**src/rtl/seg7_scan_driver.sv**
```systemverilog
// Multiplexed 4-digit common-anode 7-segment driver with per-slot anti-ghost blanking and frame-atomic BCD capture.
// Optional build macro SEG_LZ_BLANK_EN enables leading-zero blanking of digits 3..1.
module seg7_scan_driver #(
    parameter int CLK_DIV   = 100000,
    parameter int BLANK_CYC = 16
) (
    input  logic        clk,
    input  logic        rst_n,
    input  logic        en,
    input  logic [15:0] bcd,
    input  logic [3:0]  dp_in,
    output logic [3:0]  an,
    output logic [6:0]  seg,
    output logic        dp,
    output logic        frame_done
);

    localparam logic [23:0] DIV_MAX   = 24'(CLK_DIV - 1);
    localparam logic [23:0] BLANK_LIM = 24'(BLANK_CYC);

    logic [23:0] div_q, div_d;
    logic [1:0]  digit_q, digit_d;
    logic [15:0] shadow_bcd_q, shadow_bcd_d;
    logic [3:0]  shadow_dp_q, shadow_dp_d;
    logic [3:0]  an_q, an_d;
    logic [6:0]  seg_q, seg_d;
    logic        dp_q, dp_d;
    logic        frame_done_q, frame_done_d;
    logic        tick_s;
    logic [3:0]  nibble_s;
    logic [6:0]  glyph_s;

    // Active-low a..g pattern; anything outside 0..9 renders as a dash.
    function automatic logic [6:0] seg_decode(input logic [3:0] n);
        logic [6:0] s;
        case (n)
            4'd0:    s = 7'b0000001;
            4'd1:    s = 7'b1001111;
            4'd2:    s = 7'b0010010;
            4'd3:    s = 7'b0000110;
            4'd4:    s = 7'b1001100;
            4'd5:    s = 7'b0100100;
            4'd6:    s = 7'b0100000;
            4'd7:    s = 7'b0001111;
            4'd8:    s = 7'b0000000;
            4'd9:    s = 7'b0000100;
            default: s = 7'b1111110;
        endcase
        return s;
    endfunction

`ifdef SEG_LZ_BLANK_EN
    // A digit is a leading zero when it and every more significant nibble are zero; digit 0 always shows.
    function automatic logic lz_blank(input logic [15:0] v, input logic [1:0] d);
        logic b;
        case (d)
            2'd1:    b = (v[15:4] == 12'd0);
            2'd2:    b = (v[15:8] == 8'd0);
            2'd3:    b = (v[15:12] == 4'd0);
            default: b = 1'b0;
        endcase
        return b;
    endfunction
`endif

    // Divider, digit index, frame capture and next-state output patterns.
    always_comb begin
        tick_s       = (div_q == DIV_MAX);
        div_d        = tick_s ? 24'd0 : div_q + 24'd1;
        digit_d      = tick_s ? digit_q + 2'd1 : digit_q;
        shadow_bcd_d = shadow_bcd_q;
        shadow_dp_d  = shadow_dp_q;
        frame_done_d = 1'b0;
        if (tick_s && (digit_q == 2'd3)) begin
            shadow_bcd_d = bcd;
            shadow_dp_d  = dp_in;
            frame_done_d = 1'b1;
        end else begin
            frame_done_d = 1'b0;
        end

        case (digit_q)
            2'd0:    nibble_s = shadow_bcd_q[3:0];
            2'd1:    nibble_s = shadow_bcd_q[7:4];
            2'd2:    nibble_s = shadow_bcd_q[11:8];
            2'd3:    nibble_s = shadow_bcd_q[15:12];
            default: nibble_s = 4'd0;
        endcase

`ifdef SEG_LZ_BLANK_EN
        glyph_s = lz_blank(shadow_bcd_q, digit_q) ? 7'b1111111 : seg_decode(nibble_s);
`else
        glyph_s = seg_decode(nibble_s);
`endif

        // Segments and dp track the slot even while anodes are blanked.
        if (!en) begin
            an_d  = 4'b1111;
            seg_d = 7'b1111111;
            dp_d  = 1'b1;
        end else begin
            an_d  = (div_q < BLANK_LIM) ? 4'b1111 : ~(4'b0001 << digit_q);
            seg_d = glyph_s;
            dp_d  = ~shadow_dp_q[digit_q];
        end
    end

    // State and registered outputs.
    always_ff @(posedge clk or negedge rst_n) begin
        if (!rst_n) begin
            div_q        <= 24'd0;
            digit_q      <= 2'd0;
            shadow_bcd_q <= 16'd0;
            shadow_dp_q  <= 4'd0;
            an_q         <= 4'b1111;
            seg_q        <= 7'b1111111;
            dp_q         <= 1'b1;
            frame_done_q <= 1'b0;
        end else begin
            div_q        <= div_d;
            digit_q      <= digit_d;
            shadow_bcd_q <= shadow_bcd_d;
            shadow_dp_q  <= shadow_dp_d;
            an_q         <= an_d;
            seg_q        <= seg_d;
            dp_q         <= dp_d;
            frame_done_q <= frame_done_d;
        end
    end

    assign an         = an_q;
    assign seg        = seg_q;
    assign dp         = dp_q;
    assign frame_done = frame_done_q;

endmodule

```
**config.mk**
```make
export PLATFORM = sky130hd
export DESIGN_NAME = seg7_scan_driver
export DESIGN_NICKNAME = d
export VERILOG_FILES = /design/src/rtl/seg7_scan_driver.sv
export SDC_FILE = /design/constraint.sdc
export NUM_CORES = 1
export LEC_CHECK = 0
export CAP_MARGIN = 25
export CORE_MARGIN = 2
export CORE_UTILIZATION = 50
export DETAILED_ROUTE_END_ITERATION = 6
export GPL_ROUTABILITY_DRIVEN = 0
export PLACE_DENSITY = 0.76
export SLEW_MARGIN = 10
export SYNTH_ARGS = -nofsm -noshare
export SYNTH_HDL_FRONTEND = slang
export SYNTH_SLANG_ARGS = --single-unit
export TNS_END_PERCENT = 1
```
**constraint.sdc**
```tcl
create_clock -name clk -period 1.9 [get_ports clk]
set_input_delay 0.475 -clock clk [delete_from_list [all_inputs] [get_ports clk]]
set_output_delay 0.475 -clock clk [all_outputs]
set_load 0.03 [all_outputs]
```
==> impl_metrics.env, run 1 <==
export IMPL_status="complete, but fails checks"
export IMPL_violations="negative setup slack"
export IMPL_p_seq_share_pct=47.8
export IMPL_pwr_share_comb_pct=8.2
export IMPL_grt_antenna_before_repair=0
export IMPL_whs_ps=89.6
export IMPL_slew_viol_final=0
export IMPL_hold_path_class="in2async"
export IMPL_crit_path_start_kind="register"
export IMPL_synth_most_common_cell="dfrtp_1"
export IMPL_fin_ws_ps=-142
export IMPL_leakage_nw=1.77
export IMPL_setup_viol=27
export IMPL_swShare_pct=21.7
export IMPL_utilization_pct=71.7
export IMPL_avgSynthCellArea_um2=12.4
export IMPL_cts_sinks=59
export IMPL_critPathRequiredTime_ps=2150
export IMPL_grt_pass1_vias=2194
export IMPL_power_internal_w=0.00215
export IMPL_die_w_um=79.4
export IMPL_cts_hold_fix_buffers=0
export IMPL_pin_count=36
export IMPL_groute_usage_overall_pct=22.3
export IMPL_synth_nets=265
export IMPL_grt_start_max_net_pins=26
export IMPL_first_pass_iters=6
export IMPL_synthesis_instances=230
export IMPL_hold_viol_final=0
export IMPL_ys_ff_latch=59
export IMPL_cts_buffers_inserted=9
export IMPL_num_fill_cells=383
export IMPL_port_buffer_count=35
export IMPL_htree_levels=3
export IMPL_core_um2=5510
export IMPL_layout_drive_gt1_share_pct=37.2
export IMPL_vias_per_cell=5.36
export IMPL_r2r_setup_slack_ps=-140
export IMPL_p_per_area_nw_per_um2=698
export IMPL_dieArea_um2=6310
export IMPL_totalWireLength_um=6350
export IMPL_fin_worst_skew_ps=11.7
export IMPL_die_h_um=79.4
export IMPL_netlist_top_cell_by_area="dfrtp_1"
export IMPL_fin_nets=355
export IMPL_clockBufferDepth=2
export IMPL_n_antenna_cell=0
export IMPL_rr_startpoint="digit_q[0]$_DFFE_PN0N_"
export IMPL_r2r_end="seg[2]$_DFF_PN1_"
export IMPL_via_count=2126
export IMPL_async_reset_ff_share_pct=100
export IMPL_grt_remaining_overflow=0
export IMPL_fin_crit_ps=2040
export IMPL_synth_edff_count=0
export IMPL_syn_area_um2=2850
export IMPL_fmax_ghz=0.490
export IMPL_rows=27
export IMPL_drt_iter0_markers=91
export IMPL_drv_cap=0
export IMPL_critPathMaxFanout=6
export IMPL_rr_worst_depth=8
export IMPL_routedWlPerCell_um=16.0
export IMPL_layout_cells_non_filler=397
export IMPL_clock_latency_ps=340
export IMPL_clkPwrFrac_pct=44.0
export IMPL_synth_area_leaders="dfrtp_1 41%, dfstp_2 11%, mux2_4 11%"
export IMPL_synth_ff_type="dfrtp_1"
export IMPL_tightest_slew_ps=497
export IMPL_ir_drop_v=0.000435
export IMPL_ys_seq_area_share_pct=52.4
export IMPL_grt_pass1_wl_um=10500
export IMPL_dp_slack_ps=-146
export IMPL_critPathArrivalTime_ps=2300
export IMPL_syn_to_final_growth_pct=38.7
export IMPL_cts_root_buf="clkbuf_8"
export IMPL_synth_top_cell_area_share_pct=41.3
export IMPL_start_util_pct=51.7
export IMPL_dp_cells=376
export IMPL_timing_slew_headroom_pct=66.9
export IMPL_ys_warnings_count=0
export IMPL_dpl_hpwl_um=4440
export IMPL_synthTopCellsByCount="47 x dfrtp_1, 20 x mux2_4, 18 x xnor2_1"
export IMPL_drtAntennaViolNets=0
export IMPL_p_sw_w=0.000598
export IMPL_path_clk_slew_ps=70
export IMPL_post_route_period_util_pct=107
export IMPL_rsz0062_at_grt="true"
export IMPL_place_area_um2=3590
export IMPL_critPathCaptureType="register"
export IMPL_cts_tree="yes"
export IMPL_final_design_area_no_fill_um2=3950
export IMPL_drcViolationCount=0
export IMPL_worstSetupPathType="reg2reg"
export IMPL_synth_lib_cells_used_distinct=36
==> metrics by stage <==
step | power (W) | setup TNS (ps)
6_report | 0.00275 | -2170
5_1_grt | 0.00286 | -3800
3_3_place_gp | 0.00155 | -2690
4_1_cts | 0.00275 | -1340
2_1_floorplan | 0.00143 | -1940
3_5_place_dp | 0.00156 | -3040
==> placed cells by master (no fill, tap or decap), types with 3 or more instances in the layout <==
| master | Yosys | layout |
|---|---|---|
| dfstp_2 | 12 | 12 |
| ha_2 | 0 | 3 |
| o21ai_0 | 7 | 4 |
| inv_1 | 15 | 11 |
| a21oi_1 | 5 | 3 |
| xnor2_1 | 18 | 18 |
| nand2_1 | 13 | 13 |
| a222oi_1 | 4 | 4 |
| mux2_4 | 20 | 20 |
| clkbuf_8 | 0 | 9 |
| xor2_1 | 3 | 3 |
| nor3_1 | 3 | 3 |
| inv_2 | 0 | 4 |
| dfrtp_1 | 47 | 45 |
| buf_4 | 0 | 44 |
| dlygate4sd2_1 | 0 | 12 |
| or3_4 | 1 | 4 |
| clkdlybuf4s50_1 | 0 | 22 |
| ha_4 | 0 | 4 |
| ha_1 | 12 | 5 |
| nor4_2 | 0 | 3 |
| o21ai_1 | 0 | 3 |
| mux2i_1 | 7 | 4 |
| clkbuf_1 | 1 | 4 |
| nor4_1 | 6 | 3 |
| nand4_1 | 10 | 10 |
| or4_1 | 3 | 3 |
| and4_1 | 3 | 3 |
| nand3_1 | 7 | 7 |
| nor2_1 | 13 | 13 |
==> power groups by stage <==
stage          Sequential, W  Clock (W)  Combinational [W]
4_1_cts              0.00132    0.00122           0.000214
3_3_place_gp         0.00134          0           0.000215
6_report             0.00132    0.00121           0.000226
3_5_place_dp         0.00134          0           0.000222
5_1_grt              0.00132    0.00129           0.000245
2_1_floorplan        0.00136          0          0.0000714
==> sequential cells by signal, summed over array words and instances, names as in the netlist <==
name and count:
dp 1, div_q 24, digit_q 2, shadow_bcd_q 16, shadow_dp_q 4, seg 7, frame_done 1, an 4
==> area by class of cell <==
type | count | area (um^2) | area share, %
Sequential cell | 59 | 1490 | 37.9
Clock inverter | 3 | 65.1 | 1.65
Timing Repair Buffer | 81 | 692 | 17.5
Clock buffer | 13 | 139 | 3.52
Tap cell | 72 | 90.1 | 2.28
Inverter | 15 | 56.3 | 1.43
Multi-Input combinational cell | 154 | 1410 | 35.7
==> routing by layer <==
metal	track usage [%]	vias up	wire length (um)
li1	-	1006	-
met1	28.4	1048	2710
met4	11.6	0	150
met2	36.1	60	3240
met3	4.52	12	256
met5	0	-	0
==> cell families after synthesis <==
family	Yosys count	synth area share (%)
simple gates	68	13.1
xor+xnor	21	6.46
fa+ha+maj	12	5.28
flops	59	52.4
buf+inv	19	3.08
compound gates	21	5.10
mux	30	14.6
==> worst max path at each step <==
stage	startpoint	endpoint	depth (start not counted)
floorplan	div_q[0]$_DFF_PN0_	shadow_bcd_q[0]$_DFFE_PN0P_	6
global placement	digit_q[0]$_DFFE_PN0N_	seg[2]$_DFF_PN1_	9
global route	digit_q[0]$_DFFE_PN0N_	seg[2]$_DFF_PN1_	8
finish	digit_q[0]$_DFFE_PN0N_	seg[2]$_DFF_PN1_	8
CTS	digit_q[0]$_DFFE_PN0N_	seg[2]$_DFF_PN1_	9
detailed placement	digit_q[0]$_DFFE_PN0N_	seg[4]$_DFF_PN1_	5
==> repair_timing <==
item | 4_1_cts | 5_1_grt
gates resized for setup | 19 | 26
cloned | 2 | 0
buffers inserted | 2 | 1
pin swaps | 6 | 7
endpoints found under the setup margin | 39 | 34
==> worst max-delay path, cell delays in order, from the launching register on <==
cell	delay [ps]
dfrtp_2	450
ha_1	320
a222oi_1	360
mux2i_2	170
inv_2	130
buf_4	120
ha_1	160
and3_1	170
o21ai_1	70
Power figures use the tool's default switching activity.
==> inputs of run 2 (changes only) <==
--- a/config.mk
+++ b/config.mk
@@ -7,10 +7,10 @@
 export LEC_CHECK = 0
 export CAP_MARGIN = 25
 export CORE_MARGIN = 2
-export CORE_UTILIZATION = 50
+export CORE_UTILIZATION = 25
 export DETAILED_ROUTE_END_ITERATION = 6
 export GPL_ROUTABILITY_DRIVEN = 0
-export PLACE_DENSITY = 0.76
+export SETUP_SLACK_MARGIN = 0.05
 export SLEW_MARGIN = 10
 export SYNTH_ARGS = -nofsm -noshare
 export SYNTH_HDL_FRONTEND = slang
==> run 2 against run 1 <==
The run still ends with negative setup slack left. Sequential power hardly changed. Worst hold slack better by 60 ps. Maximum frequency is 3.9% higher. Global-route usage is 11 points lower. Critical path type unchanged. Highest routed layer unchanged.
==> impl_metrics.env, run 2 (synthesis gave the netlist of run 1 again) <==
export IMPL_dieArea_um2=12300
export IMPL_status="complete, but fails checks"
export IMPL_hold_viol_final=0
export IMPL_routedWlPerCell_um=13.7
export IMPL_die_h_um=111
export IMPL_setup_viol=25
export IMPL_clock_latency_ps=320
export IMPL_drtAntennaViolNets=0
export IMPL_timing_slew_headroom_pct=65.1
export IMPL_via_count=2113
export IMPL_pin_count=36
export IMPL_cts_root_buf="clkbuf_16"
export IMPL_critPathRequiredTime_ps=2140
export IMPL_dpl_hpwl_um=4260
export IMPL_totalPowerFinal_w=0.00340
export IMPL_setup_tns_ps=-767
export IMPL_hold_path_class="in2async"
export IMPL_cts_tree="yes"
export IMPL_grt_antenna_before_repair=0
export IMPL_start_util_pct=25.9
export IMPL_core_um2=11000
export IMPL_grt_start_max_net_pins=60
export IMPL_cpMaxStageDelayCell="dfrtp_1"
export IMPL_crit_path_start_kind="register"
export IMPL_htree_levels=3
export IMPL_grt_pass1_vias=2192
export IMPL_die_w_um=111
export IMPL_critPathCaptureType="register"
export IMPL_final_cell_mix="52 x buf_4, 47 x dfrtp_1, 22 x clkdlybuf4s50_1, 21 x mux2_4, 18 x xnor2_1"
export IMPL_p_per_area_nw_per_um2=801
export IMPL_rr_startpoint="digit_q[1]$_DFFE_PN0N_"
export IMPL_ir_drop_v=0.000412
export IMPL_r2r_setup_slack_ps=-70
export IMPL_path_clk_slew_ps=50
export IMPL_fin_nets=365
export IMPL_first_pass_iters=4
export IMPL_max_stage_delay_ps=410
export IMPL_critPathMaxFanout=4
export IMPL_groute_usage_overall_pct=11.2
export IMPL_fin_worst_skew_ps=3.15
export IMPL_port_buffer_count=35
export IMPL_totalWireLength_um=6500
export IMPL_syn_to_final_growth_pct=49.3
export IMPL_utilization_pct=38.7
export IMPL_drt_iter0_markers=86
export IMPL_rsz0062_at_grt="true"
export IMPL_clockBufferDepth=2
export IMPL_final_common_cell="buf_4"
export IMPL_cts_sinks=59
export IMPL_crit_chain="inv_1 -> ha_2 -> mux2i_1 -> inv_1 -> buf_4 -> buf_4 -> ha_1 -> mux2i_1 -> a21oi_1"
export IMPL_regMostFlops="div_q"
export IMPL_largest_reg_flops=24
export IMPL_rows=38
export IMPL_critPathArrivalTime_ps=2210
export IMPL_worstSetupPathType="reg2reg"
export IMPL_grt_pass1_wl_um=11000
export IMPL_rr_worst_depth=9
export IMPL_cts_buffers_inserted=9
export IMPL_post_route_period_util_pct=104
export IMPL_drcViolationCount=0
export IMPL_n_antenna_cell=0
export IMPL_tightest_slew_ps=513
export IMPL_fin_crit_ps=1970
export IMPL_grt_remaining_overflow=0
export IMPL_fin_ws_ps=-66.7
export IMPL_leakage_nw=1.89
export IMPL_slew_viol_final=0
export IMPL_violations="negative setup slack"
export IMPL_drv_cap=0
export IMPL_layout_drive_gt1_share_pct=39.1
export IMPL_vias_per_cell=4.45
export IMPL_r2r_end="seg[6]$_DFF_PN1_"
export IMPL_fmax_ghz=0.508
export IMPL_num_fill_cells=1022
run 2: repair_timing:
action                     in CTS  in global routing
buffers inserted                8                  1
pin swaps                      11                 12
cloned                          3                  0
setup endpoints to repair      39                 38
gates resized for setup        38                  7
hold buffers                    0                  0
run 2: per-stage QoR:
| stage | area [um^2] | hold WS (ps) | setup slack (ps) | instances |
|---|---|---|---|---|
| after global placement | 3700 | 474 | -222 | 447 |
| after CTS | 4210 | 160 | -110 | 474 |
| after global routing | 4250 | 176 | -248 | 475 |
| after detailed placement | 3700 | 468 | -252 | 447 |
| after floorplan | 2850 | 179 | -91.3 | 230 |
| final | 4250 | 150 | -66.7 | 475 |
run 2: area by class of cell:
class / instances / area, um^2 / area share [%]
inverters: 15 / 56.3 / 1.33
flip-flops and latches: 59 / 1490 / 35.1
clock buffers: 11 / 243 / 5.71
repair buffers: 90 / 763 / 18.0
multi-input cells: 155 / 1420 / 33.4
clock inverters: 5 / 100 / 2.36
well taps: 140 / 175 / 4.12
run 2: critical path: cells and delay by family, from the launching register on:
| family | cells | cell delay [ps] |
|---|---|---|
| AOI/OAI and AO/OA | 1 | 80 |
| adders and majority gates | 2 | 450 |
| buffers and inverters | 4 | 540 |
| muxes | 2 | 390 |
| DFF | 1 | 410 |
run 2: layer usage:
| layer | track usage, % | up-vias | routed length (um) |
|---|---|---|---|
| met4 | 3.75 | 0 | 76 |
| met1 | 15.3 | 1033 | 3210 |
| met3 | 3.77 | 6 | 288 |
| li1 | - | 1030 | - |
| met5 | 0 | - | 0 |
| met2 | 16.6 | 44 | 2930 |
run 2: how the worst max path moves through the flow:
stage                                      start                          end  slack, ps
after floorplan               div_q[0]$_DFF_PN0_  shadow_bcd_q[0]$_DFFE_PN0P_        -90
after global routing      digit_q[0]$_DFFE_PN0N_             seg[2]$_DFF_PN1_       -250
after global placement    digit_q[0]$_DFFE_PN0N_             seg[2]$_DFF_PN1_       -220
final                     digit_q[1]$_DFFE_PN0N_             seg[6]$_DFF_PN1_        -70
after CTS                     div_q[0]$_DFF_PN0_  shadow_bcd_q[1]$_DFFE_PN0P_       -110
after detailed placement  digit_q[0]$_DFFE_PN0N_             seg[2]$_DFF_PN1_       -250
run 2: where the power goes:
group | switching (W) | internal [W]
Combinational | 0.000105 | 0.000116
Sequential | 0.0000159 | 0.00130
Clock | 0.000555 | 0.00131
Total | 0.000675 | 0.00273
